[src/rtl/ct_mmu_utlb_entry_pgs.sv]
`default_nettype none
// ============================================================================
// Module   : ct_mmu_utlb_entry_pgs
// Brief    : Single micro-TLB entry (4K/2M/1G pages) with refill poisoning and
//            LRU age. Option macro: MMU_UTLB_ASID_EN (ASID/global qualification).
// Revision : 1.0 - initial release
// ============================================================================
module ct_mmu_utlb_entry_pgs #(
  parameter int NUM_PORTS  = 2,
  parameter int VPN_WIDTH  = 27,
  parameter int PPN_WIDTH  = 28,
  parameter int FLG_WIDTH  = 14,
  parameter int ASID_WIDTH = 16,
  parameter int AGE_WIDTH  = 3
) (
  input  logic                           utlb_entry_clk,
  input  logic                           cpurst_b,
  input  logic [NUM_PORTS*VPN_WIDTH-1:0] utlb_req_vpn,
  input  logic [ASID_WIDTH-1:0]          utlb_req_asid,
  input  logic                           utlb_entry_alloc,
  input  logic [VPN_WIDTH-1:0]           utlb_alloc_vpn,
  input  logic                           utlb_refill_vld,
  input  logic                           utlb_refill_err,
  input  logic [1:0]                     utlb_refill_pgs,
  input  logic [PPN_WIDTH-1:0]           utlb_refill_ppn,
  input  logic [FLG_WIDTH-1:0]           utlb_refill_flg,
  input  logic [ASID_WIDTH-1:0]          utlb_refill_asid,
  input  logic                           utlb_refill_glb,
  input  logic                           utlb_clr,
  input  logic                           utlb_inv_va_req,
  input  logic [VPN_WIDTH-1:0]           utlb_inv_va,
  input  logic                           utlb_inv_asid_req,
  input  logic [ASID_WIDTH-1:0]          utlb_inv_asid,
  input  logic                           utlb_age_tick,
  output logic                           utlb_entry_vld,
  output logic                           utlb_entry_pend,
  output logic [NUM_PORTS-1:0]           utlb_entry_hit,
  output logic [PPN_WIDTH-1:0]           utlb_entry_ppn,
  output logic [FLG_WIDTH-1:0]           utlb_entry_flg,
  output logic [1:0]                     utlb_entry_pgs,
  output logic [AGE_WIDTH-1:0]           utlb_entry_age
);

  localparam logic [VPN_WIDTH-1:0] c_mask_4k  = {VPN_WIDTH{1'b1}};
  localparam logic [VPN_WIDTH-1:0] c_mask_2m  = {{(VPN_WIDTH-9){1'b1}}, 9'b0};
  localparam logic [VPN_WIDTH-1:0] c_mask_1g  = {{(VPN_WIDTH-18){1'b1}}, 18'b0};
  localparam logic [AGE_WIDTH-1:0] c_age_max  = {AGE_WIDTH{1'b1}};

  typedef enum logic [1:0] {
    ST_INVALID = 2'b00,
    ST_PENDING = 2'b01,
    ST_VALID   = 2'b10
  } state_e;

  state_e                r_state;
  logic                  r_poison;
  logic [VPN_WIDTH-1:0]  r_vpn;
  logic [PPN_WIDTH-1:0]  r_ppn;
  logic [FLG_WIDTH-1:0]  r_flg;
  logic [1:0]            r_pgs;
  logic [AGE_WIDTH-1:0]  r_age;

  logic [VPN_WIDTH-1:0]  w_mask;
  logic                  w_asid_ok;
  logic                  w_inv_asid_hit;
  logic                  w_inv_va_valid;
  logic                  w_inv_va_pend;
  logic                  w_refill_pend;
  logic                  w_refill_ok;

  // pgs = 11 is reserved and falls back to a 4K compare
  always_comb begin
    case (r_pgs)
      2'b01:   w_mask = c_mask_2m;
      2'b10:   w_mask = c_mask_1g;
      default: w_mask = c_mask_4k;
    endcase
  end

`ifdef MMU_UTLB_ASID_EN
  logic [ASID_WIDTH-1:0] r_asid;
  logic                  r_glb;

  assign w_asid_ok      = r_glb || (r_asid == utlb_req_asid);
  assign w_inv_asid_hit = utlb_inv_asid_req && (r_state == ST_VALID) &&
                          !r_glb && (r_asid == utlb_inv_asid);
`else
  logic w_unused_asid;

  assign w_asid_ok      = 1'b1;
  assign w_inv_asid_hit = 1'b0;
  assign w_unused_asid  = ^{utlb_req_asid, utlb_refill_asid, utlb_refill_glb,
                            utlb_inv_asid_req, utlb_inv_asid};
`endif

  for (genvar p = 0; p < NUM_PORTS; p++) begin : g_hit
    assign utlb_entry_hit[p] = (r_state == ST_VALID) && w_asid_ok &&
        (((utlb_req_vpn[p*VPN_WIDTH +: VPN_WIDTH] ^ r_vpn) & w_mask) == '0);
  end

  // A pending walk has no page size yet, so invalidation poisons on exact VPN
  assign w_inv_va_valid = utlb_inv_va_req && (r_state == ST_VALID) && w_asid_ok &&
                          (((utlb_inv_va ^ r_vpn) & w_mask) == '0);
  assign w_inv_va_pend  = utlb_inv_va_req && (r_state == ST_PENDING) &&
                          (utlb_inv_va == r_vpn);
  assign w_refill_pend  = utlb_refill_vld && (r_state == ST_PENDING);
  assign w_refill_ok    = w_refill_pend && !utlb_refill_err && !r_poison;

  always_ff @(posedge utlb_entry_clk or negedge cpurst_b) begin
    if (!cpurst_b) begin
      r_state  <= ST_INVALID;
      r_poison <= 1'b0;
      r_vpn    <= '0;
      r_ppn    <= '0;
      r_flg    <= '0;
      r_pgs    <= 2'b00;
`ifdef MMU_UTLB_ASID_EN
      r_asid   <= '0;
      r_glb    <= 1'b0;
`endif
    end else if (utlb_clr) begin
      r_state  <= ST_INVALID;
      r_poison <= 1'b0;
    end else if (w_inv_va_valid || w_inv_asid_hit) begin
      r_state  <= ST_INVALID;
    end else if (w_inv_va_pend) begin
      // A refill landing in the same cycle is already stale
      r_poison <= 1'b1;
      if (utlb_refill_vld) begin
        r_state <= ST_INVALID;
      end
    end else if (w_refill_pend) begin
      if (utlb_refill_err || r_poison) begin
        r_state <= ST_INVALID;
      end else begin
        r_state <= ST_VALID;
        r_ppn   <= utlb_refill_ppn;
        r_flg   <= utlb_refill_flg;
        r_pgs   <= utlb_refill_pgs;
`ifdef MMU_UTLB_ASID_EN
        r_asid  <= utlb_refill_asid;
        r_glb   <= utlb_refill_glb;
`endif
      end
    end else if (utlb_entry_alloc) begin
      r_state  <= ST_PENDING;
      r_vpn    <= utlb_alloc_vpn;
      r_poison <= 1'b0;
    end
  end

  always_ff @(posedge utlb_entry_clk or negedge cpurst_b) begin
    if (!cpurst_b) begin
      r_age <= '0;
    end else if (w_refill_ok || (|utlb_entry_hit)) begin
      r_age <= '0;
    end else if (utlb_age_tick && (r_state == ST_VALID) && (r_age != c_age_max)) begin
      r_age <= r_age + 1'b1;
    end
  end

  assign utlb_entry_vld  = (r_state == ST_VALID);
  assign utlb_entry_pend = (r_state == ST_PENDING);
  assign utlb_entry_ppn  = r_ppn;
  assign utlb_entry_flg  = r_flg;
  assign utlb_entry_pgs  = r_pgs;
  assign utlb_entry_age  = (r_state == ST_VALID) ? r_age : c_age_max;

endmodule
`default_nettype wire

[config.mk]
export PLATFORM = sky130hd
export DESIGN_NAME = ct_mmu_utlb_entry_pgs
export DESIGN_NICKNAME = d
export VERILOG_FILES = /design/src/rtl/ct_mmu_utlb_entry_pgs.sv
export SDC_FILE = /design/constraint.sdc
export NUM_CORES = 1
export LEC_CHECK = 0
export ABC_CLOCK_PERIOD_IN_PS = 2800
export BUFFER_PORTS_ARGS = -buffer_cell sky130_fd_sc_hd__buf_2
export CAP_MARGIN = 20
export CORE_AREA = 2 2 101 103
export CTS_BUF_LIST = sky130_fd_sc_hd__clkbuf_8 sky130_fd_sc_hd__clkbuf_16
export DETAILED_ROUTE_END_ITERATION = 10
export DIE_AREA = 0 0 103 105
export GPL_TIMING_DRIVEN = 0
export PLACE_DENSITY = 0.84
export SLEW_MARGIN = 30
export SYNTH_ARGS = -nofsm -noshare
export SYNTH_HDL_FRONTEND = slang
export SYNTH_SLANG_ARGS = --single-unit
[constraint.sdc]
create_clock -name utlb_entry_clk -period 2.8 [get_ports utlb_entry_clk]
set_input_delay 0.28 -clock utlb_entry_clk [delete_from_list [all_inputs] [get_ports utlb_entry_clk]]
set_output_delay 0.28 -clock utlb_entry_clk [all_outputs]
set_load 0.01 [all_outputs]
==> flow_metrics.tcl <==
set metrics [dict create \
    yosys.area.top_type "dfrtp_1" \
    start_kind "flop" \
    crit_family "simple AND/OR/NAND/NOR gates" \
    yosysMostFrequentCell "dfrtp_1" \
    portBuffers 210 \
    power_frac_comb 0.309 \
    drive_gt1_frac 0.589 \
    nFillCells 846 \
    clk_pin_slew_ps 80 \
    avgSynthCellArea_um2 13.2 \
    synthTopCellsByArea "dfrtp_1 (48%), xnor2_1 (16%), mux2_2 (14%)" \
    finalCriticalPeriod_ps 2360 \
    drt_iter0_markers 74 \
    seqPwrFrac 0.444 \
    fmax_mhz 424 \
    grt_max_degree 43 \
    endpoint_kind "flop" \
    max_cap_viol_count 0 \
    muxShareOfSynthArea 0.221 \
    cts_tree "yes" \
    synth.top_cell.area_share 0.475 \
    relSlewSlack 0.647 \
    cts_max_path_buffers 2 \
    grt_usage 0.200 \
    crit_buf_inv 1 \
    syn_to_final_growth_pct 36.0 \
    crit_chain "xnor2_1 > nand4_1 > nor3_1 > nand4_2 > nand2_2 > buf_2 > mux2_2" \
    power.density_mw_per_mm2 642 \
    ir_drop_mv 0.426 \
    nNetsFinal 743 \
    synthTopCellsByCount "dfrtp_1 (77), xnor2_1 (72), mux2_2 (51)" \
    grt_pass1_vias 3566 \
    internal_power_mw 2.43 \
    cts_inserted_buffers 9 \
    dp_hpwl_um 8680 \
    syn_inst 307 \
    ant_nets 0 \
    overflow 0 \
    vias_per_cell 4.80 \
    wl_per_cell_um 15.9 \
    yosysUniqueCellTypes 33 \
    dr.pass1.iters 4 \
    syn_area_mm2 0.00406 \
    initial_utilization 0.421 \
    crit_path_max_fanout 10 \
    diodes 0 \
    gp_congestion 0.852 \
    design_area_mm2 0.00551 \
    synth-xor-area-share 0.177 \
    ys_warn_count 0 \
    clockRootBuffer "clkbuf_8" \
    syn_nets 520 \
    fin_skew_ps 14.3 \
    hold_path.class "in -> reg" \
    setup_tns_ps 0 \
    drc_errors 0 \
    clk_latency_ps 350 \
    ys.flop_type "dfrtp_1" \
    crit_required_ps 3020 \
    p_clk_frac 0.247 \
    synth_simple_gate_area_share 0.0750 \
    die_x_um 103 \
    grt_pass1_wl_um 16700 \
    ys_seq_area_frac 0.475 \
    synth-seq-cells 77 \
    synth_top_family_by_area "multiplexers" \
    status "completed" \
    cpMaxStageDelayCell "dfrtp_1" \
    critPathKind "reg -> reg" \
    synth-edff-count 0 \
    vias 3207 \
    htree_levels 3 \
    wl_um 10600 \
    synth-compound-area-share 0.0216 \
    power_switching_mw 1.11 \
    place_area_mm2 0.00530 \
    switching_share 0.313 \
    slew_viol_final 0 \
    worst_pin_slew_ps 528 \
    synth_fa_ha_area_frac 0.00926 \
    final-setup-viol-count 0 \
    finalHoldViolations 0 \
    fp.dieArea_mm2 0.0108 \
    coreArea_mm2 0.00964 \
    postSynth.asyncResetShare 1.00 \
    clock_sinks 77 \
    die_y_um 105 \
    cts_resized 0 \
    rsz0062_at_grt "no" \
    finalCritPeriodShare 0.842 \
    worst_ep_arrival_time_ps 2580 \
    rows 36 \
    antenna_found_initial 0 \
    num_io_pins 261 \
    worst_path_largest_cell_delay_ps 450 \
    p_leak_nw 2.66 \
]
-- power by group through the flow --
stage	sequential, mW	combinational (mW)	clock (mW)
floorplan	1.64	0.574	0
global placement	1.58	1.06	0
detailed placement	1.59	1.10	0
CTS	1.57	1.11	0.905
global route	1.61	1.19	0.953
finish	1.57	1.09	0.874
-- per-layer routing --
metal / global-route usage / vias to the layer above / part of all wire / wire length (um)
li1: - / 1514 / - / -
met1: 0.223 / 1530 / 0.38 / 4000
met2: 0.351 / 140 / 0.52 / 5560
met3: 0.0642 / 23 / 0.075 / 794
met4: 0.0714 / 0 / 0.024 / 251
met5: 0 / - / 0 / 0
-- final timing paths --
kind / startpoint / endpoint / slack (ps) / depth (start not counted)
max in group asynchronous: cpurst_b / utlb_entry_ppn[11] / 1780 / 3
worst min-delay path: utlb_clr / r_poison / 110 / 2
worst max register to register: r_vpn[0] / utlb_entry_ppn[6] / 440 / 7
worst max-delay path: r_vpn[0] / utlb_entry_ppn[6] / 440 / 7
worst min register to register: utlb_entry_ppn[10] / utlb_entry_ppn[10] / 510 / 1
min in group asynchronous: cpurst_b / r_vpn[19] / 440 / 2
-- logic make-up after synthesis --
kind of cell | count (synthesis)
xor+xnor | 82
flops | 77
mux | 73
simple gates | 51
buf+inv | 11
compound gates | 10
fa+ha+maj | 3
-- layout make-up --
type / instances / area, um2 / share of cell area
plain buffers: 7 / 71.3 / 0.0129
clock buffers: 10 / 138 / 0.0250
clock inverters: 6 / 71.3 / 0.0129
inverters: 4 / 15.0 / 0.00272
multi-input cells: 219 / 2040 / 0.370
flip-flops and latches: 77 / 1930 / 0.349
well taps: 133 / 166 / 0.0302
repair buffers: 212 / 1080 / 0.197
-- state kept, by name (all words and copies together) (netlist names) --
register        count
utlb_entry_pgs      2
r_vpn              27
r_state             2
utlb_entry_ppn     28
utlb_entry_flg     14
r_age               3
r_poison            1
-- worst reg2reg max path: stages (launching register included) --
cell and delay (ps):
dfrtp_1 450, xnor2_1 240, nand4_1 190, nor3_1 300, nand4_2 180, nand2_2 230
buf_2 290, mux2_2 370
-- layout by cell type (no fill, tap or decap), drive strengths merged, types with 6 or more instances in the layout --
| cell type | count |
|---|---|
| nor2 | 6 |
| nand4 | 13 |
| nand3 | 6 |
| clkbuf | 10 |
| dfrtp | 77 |
| buf | 218 |
| mux2 | 71 |
| xor2 | 10 |
| nand2 | 8 |
| xnor2 | 72 |
-- per-stage QoR --
stage                     utilization  power [mW]  setup slack (ps)  hold WS, ps  std cells
after floorplan                     -        2.22               877        -15.6        307
after global placement          0.547        2.64               397          459        650
after detailed placement        0.549        2.70               327          275        651
after CTS                       0.572        3.59               324         87.7        668
after global routing            0.572        3.75               224          104        668
final                           0.572        3.54               442          106        668
-- timing repair --
item / 4_1_cts / 5_1_grt
hold endpoints to repair: 35 / 0
setup endpoints to repair: 0 / 0
buffers inserted: 0 / 0
hold buffers: 1 / 0
Power figures use the tool's default switching activity.
